===== src/rtl/cpu_run_ctrl.sv =====
// cpu_run_ctrl: load imem/dmem from a stream, reset and run the cpu for a
// programmed number of cycles, then stream a window of dmem back out.
//
// Ports:
//   clk, rst                  clock, synchronous active-high reset
//   start                     command pulse (taken in IDLE or DONE)
//   imem_len, dmem_len        words to load into each memory
//   run_cycles                cycles to hold cpu_enable high
//   dump_len                  dmem words to read back from word 0
//   s_valid/s_data/s_ready    load stream
//   m_valid/m_data/m_ready    dump stream
//   cpu_enable, cpu_arst_n    cpu run enable and reset
//   *_ext                     imem external port (write only)
//   *_ext_2, rdata_ext_2      dmem external port
//   busy, done, cycle_count   status
module cpu_run_ctrl #(
    parameter int DATA_W     = 32,
    parameter int IMEM_DEPTH = 512,
    parameter int DMEM_DEPTH = 1024,
    parameter int CYC_W      = 32
) (
    input  logic              clk,
    input  logic              rst,
    input  logic              start,
    input  logic [15:0]       imem_len,
    input  logic [15:0]       dmem_len,
    input  logic [CYC_W-1:0]  run_cycles,
    input  logic [15:0]       dump_len,
    input  logic              s_valid,
    input  logic [DATA_W-1:0] s_data,
    output logic              s_ready,
    output logic              m_valid,
    output logic [DATA_W-1:0] m_data,
    input  logic              m_ready,
    output logic              cpu_enable,
    output logic              cpu_arst_n,
    output logic [31:0]       addr_ext,
    output logic              wen_ext,
    output logic              ren_ext,
    output logic [DATA_W-1:0] wdata_ext,
    output logic [31:0]       addr_ext_2,
    output logic              wen_ext_2,
    output logic              ren_ext_2,
    output logic [DATA_W-1:0] wdata_ext_2,
    input  logic [DATA_W-1:0] rdata_ext_2,
    output logic              busy,
    output logic              done,
    output logic [CYC_W-1:0]  cycle_count
);

    typedef enum logic [2:0] {
        S_IDLE, S_LOAD_I, S_LOAD_D, S_CLR,
        S_RUN, S_DUMP_RD, S_DUMP_CAP, S_DONE
    } state_t;

    localparam logic [15:0] IMAX = 16'(IMEM_DEPTH);
    localparam logic [15:0] DMAX = 16'(DMEM_DEPTH);
    localparam logic [CYC_W-1:0] CYC_ONE = CYC_W'(1);

    state_t              r_state;
    state_t              w_next;
    logic [15:0]         r_ilen;
    logic [15:0]         r_dlen;
    logic [15:0]         r_dump_len;
    logic [CYC_W-1:0]    r_runlen;
    logic [15:0]         r_idx;
    logic                r_clr;
    logic [CYC_W-1:0]    r_cyc;
    logic                r_mvalid;
    logic [DATA_W-1:0]   r_mdata;
    logic                r_wen_i;
    logic [31:0]         r_waddr_i;
    logic [DATA_W-1:0]   r_wdata_i;
    logic                r_wen_d;
    logic [31:0]         r_waddr_d;
    logic [DATA_W-1:0]   r_wdata_d;

    logic                w_sready;
    logic                w_hs;
    logic [15:0]         w_idx_inc;
    logic [31:0]         w_idx_addr;
    logic                w_take;
    logic                w_live;

    assign w_live     = !rst;
    assign w_idx_inc  = r_idx + 16'd1;
    assign w_idx_addr = {14'd0, r_idx, 2'b00};
    assign w_sready   = (r_state == S_LOAD_I && r_ilen != 16'd0) ||
                        (r_state == S_LOAD_D && r_dlen != 16'd0);
    assign w_hs       = w_sready && s_valid;
    assign w_take     = start && (r_state == S_IDLE || r_state == S_DONE);

    always_comb begin
        w_next = r_state;
        case (r_state)
            S_IDLE, S_DONE: begin
                if (start) w_next = S_LOAD_I;
            end
            S_LOAD_I: begin
                if (r_ilen == 16'd0 || (w_hs && w_idx_inc == r_ilen))
                    w_next = S_LOAD_D;
            end
            S_LOAD_D: begin
                if (r_dlen == 16'd0 || (w_hs && w_idx_inc == r_dlen))
                    w_next = S_CLR;
            end
            S_CLR: begin
                if (r_clr) begin
                    if (r_runlen != '0)
                        w_next = S_RUN;
                    else if (r_dump_len != 16'd0)
                        w_next = S_DUMP_RD;
                    else
                        w_next = S_DONE;
                end
            end
            S_RUN: begin
                if (r_cyc + CYC_ONE == r_runlen)
                    w_next = (r_dump_len != 16'd0) ? S_DUMP_RD : S_DONE;
            end
            S_DUMP_RD: w_next = S_DUMP_CAP;
            S_DUMP_CAP: begin
                if (r_mvalid && m_ready)
                    w_next = (w_idx_inc == r_dump_len) ? S_DONE : S_DUMP_RD;
            end
            default: w_next = S_IDLE;
        endcase
    end

    always_ff @(posedge clk) begin
        if (rst) begin
            r_state    <= S_IDLE;
            r_ilen     <= '0;
            r_dlen     <= '0;
            r_dump_len <= '0;
            r_runlen   <= '0;
            r_idx      <= '0;
            r_clr      <= 1'b0;
            r_cyc      <= '0;
            r_mvalid   <= 1'b0;
            r_mdata    <= '0;
            r_wen_i    <= 1'b0;
            r_waddr_i  <= '0;
            r_wdata_i  <= '0;
            r_wen_d    <= 1'b0;
            r_waddr_d  <= '0;
            r_wdata_d  <= '0;
        end else begin
            r_state   <= w_next;
            // Write pulses last one cycle; idle ports read back as zero.
            r_wen_i   <= 1'b0;
            r_waddr_i <= '0;
            r_wdata_i <= '0;
            r_wen_d   <= 1'b0;
            r_waddr_d <= '0;
            r_wdata_d <= '0;
            if (w_take) begin
                r_ilen     <= (imem_len > IMAX) ? IMAX : imem_len;
                r_dlen     <= (dmem_len > DMAX) ? DMAX : dmem_len;
                r_dump_len <= (dump_len > DMAX) ? DMAX : dump_len;
                r_runlen   <= run_cycles;
                r_idx      <= '0;
                r_clr      <= 1'b0;
                r_cyc      <= '0;
                r_mvalid   <= 1'b0;
            end
            case (r_state)
                S_LOAD_I: if (w_hs) begin
                    r_wen_i   <= 1'b1;
                    r_waddr_i <= w_idx_addr;
                    r_wdata_i <= s_data;
                    r_idx     <= (w_idx_inc == r_ilen) ? 16'd0 : w_idx_inc;
                end
                S_LOAD_D: if (w_hs) begin
                    r_wen_d   <= 1'b1;
                    r_waddr_d <= w_idx_addr;
                    r_wdata_d <= s_data;
                    r_idx     <= (w_idx_inc == r_dlen) ? 16'd0 : w_idx_inc;
                end
                S_CLR: r_clr <= ~r_clr;
                S_RUN: if (r_cyc != {CYC_W{1'b1}}) r_cyc <= r_cyc + CYC_ONE;
                S_DUMP_CAP: begin
                    // First CAP cycle captures read data; then hold for m_ready.
                    if (!r_mvalid) begin
                        r_mdata  <= rdata_ext_2;
                        r_mvalid <= 1'b1;
                    end else if (m_ready) begin
                        r_mvalid <= 1'b0;
                        r_idx    <= w_idx_inc;
                    end
                end
                default: ;
            endcase
        end
    end

    // Every strobe is masked by rst so an abort takes effect in the rst cycle.
    assign s_ready     = w_live && w_sready;
    assign m_valid     = w_live && r_mvalid;
    assign m_data      = r_mdata;
    assign cpu_enable  = w_live && r_state == S_RUN;
    assign cpu_arst_n  = w_live && r_state != S_CLR;
    assign addr_ext    = w_live ? r_waddr_i : '0;
    assign wen_ext     = w_live && r_wen_i;
    assign ren_ext     = 1'b0;
    assign wdata_ext   = w_live ? r_wdata_i : '0;
    assign wen_ext_2   = w_live && r_wen_d;
    assign ren_ext_2   = w_live && r_state == S_DUMP_RD;
    assign wdata_ext_2 = w_live ? r_wdata_d : '0;
    assign addr_ext_2  = !w_live                 ? 32'd0 :
                         r_wen_d                 ? r_waddr_d :
                         (r_state == S_DUMP_RD)  ? w_idx_addr : 32'd0;
    assign busy        = w_live && r_state != S_IDLE && r_state != S_DONE;
    assign done        = w_live && r_state == S_DONE;
    assign cycle_count = r_cyc;

endmodule


===== config.mk =====
export PLATFORM = sky130hd
export DESIGN_NAME = cpu_run_ctrl
export DESIGN_NICKNAME = d
export VERILOG_FILES = /design/src/rtl/cpu_run_ctrl.sv
export SDC_FILE = /design/constraint.sdc
export NUM_CORES = 1
export LEC_CHECK = 0
export ABC_AREA = 1
export CAP_MARGIN = 20
export CORE_UTILIZATION = 53
export DETAILED_ROUTE_END_ITERATION = 10
export GPL_ROUTABILITY_DRIVEN = 0
export MAX_ROUTING_LAYER = met4
export PLACE_DENSITY = 0.87
export RECOVER_POWER = 100
export SKIP_CTS_REPAIR_TIMING = 1
export SKIP_LAST_GASP = 1
export SYNTH_ARGS = -nofsm -noshare
export SYNTH_HDL_FRONTEND = slang
export SYNTH_SLANG_ARGS = --single-unit

===== constraint.sdc =====
create_clock -name clk -period 6.4 [get_ports clk]
set_clock_uncertainty 0.1 [all_clocks]
set_input_delay 1.28 -clock clk [delete_from_list [all_inputs] [get_ports clk]]
set_output_delay 1.28 -clock clk [all_outputs]
set_load 0.03 [all_outputs]

# Word-level counts from Yosys, hierarchy flattened

Index checks and enable logic that the tools add are counted.

Register bits: 295
Output and inout port bits: 202
Logic and storage cells: 120

Add/subtract/negate cells: 2
$lt $le $gt $ge: 3
Equality and inequality tests: 20
Muxes and demuxes: 39
Bitwise gates (word level): 4
Reduce and logical (&&, ||, !) cells: 36

Operator list:

| kind                                                            | number |
|---|---|
| two-way mux 32 bit                                              | 9 |
| two-way mux 16 bit                                              | 10 |
| equality test 16 bit                                            | 3 |
| one-hot mux 16 bit (3 select lines)                             | 1 |
| nonzero test 16 bit                                             | 3 |
| two-way mux 18 bit                                              | 2 |
| adder 32 x 1 -> 32 bit, second input constant                   | 1 |
| equality test 32 bit                                            | 1 |
| greater-than comparator 16 x 11 -> 1 bit, second input constant | 2 |
| zero test 16 bit                                                | 2 |
| != test 32 bit, second input constant                           | 1 |
| nonzero test 32 bit                                             | 1 |
| one-hot mux 3 bit (7 select lines)                              | 1 |
| two-way mux 3 bit                                               | 6 |
| logical AND 1 bit                                               | 17 |
| adder 16 x 1 -> 16 bit, second input constant                   | 1 |
| greater-than comparator 16 x 10 -> 1 bit, second input constant | 1 |
| equality test 3 bit, second input constant                      | 4 |
| != test 2 bit, second input constant                            | 4 |
| two-way mux 1 bit                                               | 7 |
| equality test 3 x 2 -> 1 bit, second input constant             | 2 |
| two-way mux 2 bit                                               | 3 |
| AND reduction 6 bit                                             | 1 |
| OR reduction 2 bit                                              | 3 |
| 11 further kinds                                                | 18 |

# Depth between registers and ports, before layout

Gate-level depths: netlist (run 1).

Depth after elaboration: 8
Mapped depth: 20

# Least setup slack after synthesis (run 1)

Ideal clock, no wire load.

Path type: input to output
Start: in rst
End: out addr_ext_2[10]
Data arrival time: 2.695 ns
Path slack: 2.325 ns
Cell stages on the path: 6
Path through: inv_1 clkbuf_1 nand2_1 clkinv_1 buf_1 a32o_1

Cells in the longest elaborated chain, start to end: 1

RTL lines:

| what               | RTL line | RTL |
|---|---|---|
| start, declared    | 23       | `input logic rst,` |
| two-way mux 32 bit | 210      | `assign addr_ext_2 = !w_live ? 32'd0 :` |
| end, declared      | 41       | `output logic [31:0] addr_ext_2,` |

Every way passes these cells.

# Worst setup path in the final report (run 1)

Start: in rst
End: out wdata_ext[1]

Cells in the longest elaborated chain, start to end: 1

RTL lines:

| what               | RTL line | RTL |
|---|---|---|
| two-way mux 32 bit | 206      | `assign wdata_ext = w_live ? r_wdata_i : '0;` |
| end, declared      | 40       | `output logic [DATA_W-1:0] wdata_ext,` |

Every way passes these cells.

==> results of run 1 <==
-- through the flow --
stage / util [%] / area [um^2] / total power [mW]
5_1_grt: 71.3 / 17400 / 5.80
3_5_place_dp: 67.0 / 16300 / 3.70
4_1_cts: 71.2 / 17400 / 5.48
2_1_floorplan: - / 13300 / 3.19
6_report: 71.3 / 17400 / 5.52
3_3_place_gp: 67.0 / 16300 / 3.65
-- state kept, by name (all words and copies together) (netlist names) --
register and cells:
r_wen_i 1, cycle_count 32, r_waddr_i 16, r_dump_len 16, r_state 3, r_mvalid 1
r_wdata_d 32, r_idx 16, r_wen_d 1, r_wdata_i 32, r_dlen 16, r_waddr_d 16
m_data 32, r_runlen 32, r_ilen 16, r_clr 1
-- routing by layer --
metal  GRT usage, %  share of wire, %  up-vias
li1               -                 -     6832
met1           38.7                37     6508
met2           55.9                48      820
met3           4.94               8.5      213
met4           20.3               6.5        0
met5              -                 0        -
-- power by group through the flow --
| stage | clock [mW] | sequential, mW | combinational (mW) |
|---|---|---|---|
| CTS | 1.80 | 2.02 | 1.66 |
| floorplan | 0 | 2.01 | 1.18 |
| finish | 1.78 | 2.03 | 1.70 |
| global route | 1.87 | 2.05 | 1.88 |
| global placement | 0 | 2.05 | 1.60 |
| detailed placement | 0 | 2.05 | 1.64 |
-- area by class of cell --
cell class                      instances  area (um^2)
Antenna cell                            2         5.00
Clock buffer                           32          746
Clock inverter                         20          284
Fill cell                            1990         7010
Inverter                              265          997
Multi-Input combinational cell       1378         6430
Sequential cell                       263         5270
Tap cell                              324          405
Timing Repair Buffer                  327         3240
-- cell usage after synthesis, drive strengths merged --
library cell    n
o221ai          3
xnor2           9
ha              2
nand2         379
nor2          429
nand3b          9
a32o           16
a31oi           4
a21oi         108
buf            48
clkinv          4
dfxtp         263
nor3           29
nand3         126
nand4          24
or2             2
a221oi          8
conb            1
inv           261
xor2           16
o21bai          2
clkbuf         69
nor3b           2
or4             1
xnor3           1
nor4           15
o21ai         127
a211oi         33
-- cells by family after synthesis --
group	count (synthesis)	share of synthesized area, %
fa+ha+maj	2	0.190
xor+xnor	26	1.83
flops	263	39.9
compound gates	301	13.2
other cells	1	0.0284
buf+inv	382	12.1
simple gates	1016	32.7
-- worst max-delay path by stage --
| stage | to | slack (ns) | cells past startpoint | startpoint |
|---|---|---|---|---|
| 2_1_floorplan | addr_ext_2[10] | 2.33 | 6 | rst |
| 3_3_place_gp | addr_ext_2[6] | 1.55 | 6 | rst |
| 3_5_place_dp | addr_ext_2[8] | 1.44 | 4 | rst |
| 4_1_cts | addr_ext_2[11] | 1.41 | 4 | rst |
| 5_1_grt | wdata_ext[1] | 0.69 | 4 | rst |
| 6_report | wdata_ext[1] | 0.86 | 4 | rst |
-- critical path, stage by stage --
cell           delay, ns
buf_4               0.69
clkbuf_2            1.08
nor2_1              0.30
dlygate4sd3_1       0.79
==> summary.txt, run 1 <==
floorplan row count: 57
cell leakage power: 7.56 nW
maximum number of pins on one net before global-route repair: 110
unrepaired setup endpoints after global routing: no
Setup violations, final: 0
Crit Path Max Fanout: 97
Worst Setup Start Kind: primary input
timing-limited maximum frequency: 181 MHz
detailed-router iteration count before antenna repair: 6
Layout area overhead: 31.8%
# Max-Cap Violations: 4
commonest non-fill, non-tap cell in the layout: nor2_1
flops & latches, synth: 263
number of instances in the synthesized netlist: 1991
sink count of the clock tree: 263
per-cell via count in the routed design: 5.50
sequential cell area fraction in the yosys report: 39.9%
overflow left after global routing: 0
final hold vios: 0
number of I/O pins: 351
standard cell core area: 24400 um^2
buffer levels on the longest clock path: 3
vias in the first global route: 13800
yosys synthesis warning count: 0
switching share of power: 37.1%
first-iteration detailed-routing DRC count: 1604
arrival time at the worst endpoint: 4.16 ns
net switching power: 2.05 mW
worst hold margin: 0.380 ns
nets: 2414
number of cells traversed by the worst hold path: 2
destination of the worst hold path: r_dump_len[14]
cell area after synthesis: 13200 um^2
Final Max Tran Viols: 220
die width: 160 um
required arrival time at the worst endpoint: 5.02 ns
result of the run: complete, but fails checks
top post-synthesis cells by area: dfxtp_1 40%, nor2_1 12%, nand2_1 10%
height of the die: 160 um
GR Util All Layers: 33.8%
Clk pwr share: 32.3%
clock latency reported for the late side of the worst-skew pair: 0.56 ns
R2R Setup Slk: 1.35 ns
violations in the final reports: max-capacitance violations, max-slew violations
share of the synthesized area in the top cell type: 39.9%
startpoint of the most critical hold path: r_dump_len[14]
worst slew pin tran: 2.43 ns
antenna violations before repair: 2
final setup TNS: 0 ns
clk root buf: clkbuf_16
top cell type by total area after synthesis: dfxtp_1
remaining number of nets flagged by the antenna check after routing: 0
effective utilization at floorplan: 54.0%
CP Class: in -> out
number of buffers added by the clock tree synthesis step: 28
Power Dens Cells: 318 nW/um^2
Max H-tree Level: 1
input/output buffers: 317
minimum period implied by the final worst setup slack: 5.54 ns
worst max-slew margin expressed relative to the limit: -62.2%
total vias in the final route: 14400
full die area: 25500 um^2
remaining routing DRC violations: 0
drt total wl: 42.0 mm
RR Startpoint: r_state[2]
per-cell routed wire length: 16.1 um
synthesized area per cell: 6.62 um^2
combinational fraction of design power: 30.8%
CTS tree: built
number of unique standard cell types used by synthesis: 41
global-route wire length before repair: 68.2 mm
Clock transition at path regs: 0.06 ns
part of the total power dissipated in sequential elements: 36.9%
internal power: 3.47 mW
dpl hpwl: 30.0 mm
post-place setup slack: 1.44 ns
final worst path period share: 86.6%
worst hold-check path type: reg -> reg
least setup slack across all paths after layout: 0.860 ns
worst flop-to-flop path endpoint: r_runlen[21]
count of placed standard cells in the final layout, fillers left out: 2611
category of the worst setup path capture point: output pin
R2R depth: 8
share of layout cells above drive strength 1: 4.38%
most frequent cells in the layout: 420 x nor2_1, 367 x nand2_1, 263 x dfxtp_1
count of placed standard cells including taps: 2555
peak supply drop: 224 uV
Power figures use the tool's default switching activity.
==> inputs of run 2 (changes only) <==
Settings changed: CAP_MARGIN 20 to unset, CORE_UTILIZATION 53 to 44, PLACE_DENSITY 0.87 to 0.78.
Clock period 6.4 ns to 4.4 ns, I/O delays scaled along.
==> run 2 against run 1 <==
- the flow now finishes without violations
- clock power grew 48%
- final cell count is 2.8% higher
- critical path depth stayed put
- final area decreased by 0.25%
- largest power group unchanged
- die area rose by 20%
- hold slack got worse by 0.0025 ns
- sequential power increased by 45%
- worst setup slack got worse by 0.31 ns
==> summary.txt, run 2 (synthesized netlist as in run 1, its figures left out) <==
antenna violations before repair: 5 (+3)
final setup TNS: 0 ns (unchanged)
worst max-slew margin expressed relative to the limit: 11.9% (+74 points)
Clock transition at path regs: 0.06 ns (about the same)
CTS tree: built
first-iteration detailed-routing DRC count: 1246 (-22%)
number of I/O pins: 351 (unchanged)
final worst path period share: 87.6%
cell leakage power: 7.47 nW (-1.1%)
most frequent cells in the layout: 423 x nor2_1, 370 x nand2_1, 263 x dfxtp_1
Setup violations, final: 0 (unchanged)
Worst Setup Start Kind: primary input
Max H-tree Level: 1 (unchanged)
dpl hpwl: 30.2 mm (+0.92%)
CP Class: in -> out
peak supply drop: 245 uV (+9.4%)
end-of-flow core utilization: 58.6% (-13 points)
floorplan row count: 63 (+11%)
remaining routing DRC violations: 0 (unchanged)
commonest non-fill, non-tap cell in the layout: nor2_1
share of layout cells above drive strength 1: 4.02% (-0.36 points)
full die area: 30700 um^2 (+20%)
overflow left after global routing: 0 (unchanged)
vias in the first global route: 13200 (-4.7%)
post-place setup slack: 0.975 ns (-0.461 ns)
Worst path max stage delay: 0.79 ns (-0.29 ns)
Layout area overhead: 31.5%
# Max-Cap Violations: 0 (-4)
category of the worst setup path capture point: output pin
remaining number of nets flagged by the antenna check after routing: 0 (unchanged)
die width: 175 um (+9.6%)
GR Util All Layers: 27.4% (-6.3 points)
per-cell via count in the routed design: 5.18 (-5.9%)
unrepaired setup endpoints after global routing: no
worst hold-check path type: reg -> reg
sink count of the clock tree: 263 (unchanged)
Crit Path Max Fanout: 56 (-42%)
CP max-delay cell: clkbuf_2
required arrival time at the worst endpoint: 3.42 ns (-1.60 ns)
clk root buf: clkbuf_16
clock latency reported for the late side of the worst-skew pair: 0.55 ns (about the same)
drt total wl: 41.5 mm (-1.3%)
result of the run: complete, no violations
standard cell core area: 29600 um^2 (+21%)
per-cell routed wire length: 15.5 um (-3.9%)
total vias in the final route: 13900 (-3.3%)
least setup slack across all paths after layout: 0.547 ns (-0.314 ns)
startpoint of the most critical hold path: r_clr
arrival time at the worst endpoint: 2.87 ns (-1.29 ns)
number of buffers added by the clock tree synthesis step: 29 (+3.6%)
minimum period implied by the final worst setup slack: 3.85 ns
timing-limited maximum frequency: 260 MHz
RR Startpoint: r_idx[0]
height of the die: 175 um (+9.6%)
nets: 2417 (+0.12%)
CP startpoint: rst
effective utilization at floorplan: 44.6% (-9.4 points)
maximum number of pins on one net before global-route repair: 110 (unchanged)
finished layout cell area: 17300 um^2 (-0.25%)
final hold vios: 0 (unchanged)
buffer levels on the longest clock path: 3 (unchanged)
Final Max Tran Viols: 0 (-100%)
input/output buffers: 317 (unchanged)
critical-path cell list: buf_4, clkbuf_2, nor2_1, dlygate4sd3_1
global-route wire length before repair: 66.0 mm (-3.2%)
worst slew pin tran: 1.32 ns (-1.11 ns)
Cell Area, Placed: 16400 um^2 (+0.52%)
Power Dens Cells: 461 nW/um^2 (+45%)
detailed-router iteration count before antenna repair: 5 (-1)
Final Total Pwr: 7.99 mW (+45%)
==> run 2: cell count changes in the layout (fill, tap and decap cells not counted), sizes merged, moves of 2 or more <==
cell           delta
clkbuf           +27
buf               +2
dlygate4sd3      -19
diode             +3
clkinv            -8
clkdlybuf4s50     +3
==> run 2: critical path, delay by kind of cell <==
family                 cells  cell delay [ns]
AND/OR/NAND/NOR            1             0.14
buffers and inverters      3             1.81
==> run 2: cell type report <==
cell class                      instances  area (um^2)
Fill cell                            2808        12200
Timing Repair Buffer                  329         3150
Tap cell                              390          488
Clock buffer                           43          868
Sequential cell                       263         5270
Clock inverter                         10          180
Multi-Input combinational cell       1378         6370
Antenna cell                            5         12.5
Inverter                              265          997
==> run 2: path summary, 6_finish.rpt <==
check	end	slack, ns	cells after the start
worst max-delay path	wdata_ext[19]	0.55	4
worst min-delay path	r_clr	0.38	2
worst max register to register	r_state[1]	0.63	18
worst min register to register	r_clr	0.38	2
==> run 2: per-layer routing <==
layer  GRT usage, %  up-vias  share of wire [%]
met5              -        -                  0
met4           12.3        0                4.6
met3           4.55      142                7.5
met2           46.5      599                 48
met1           31.6     6311                 40
li1               -     6840                  -
==> run 2: per-stage QoR <==
stage	cells	hold slack, ns
2_1_floorplan	2023	0.349
3_3_place_gp	2625	0.364
3_5_place_dp	2625	0.375
4_1_cts	2678	0.384
5_1_grt	2683	0.407
6_report	2683	0.377
==> run 2: power by group <==
part | switching, mW | leakage (nW) | internal [mW]
Sequential | 0.288 | 2.13 | 2.65
Combinational | 1.60 | 4.83 | 0.807
Clock | 0.991 | 0.511 | 1.65
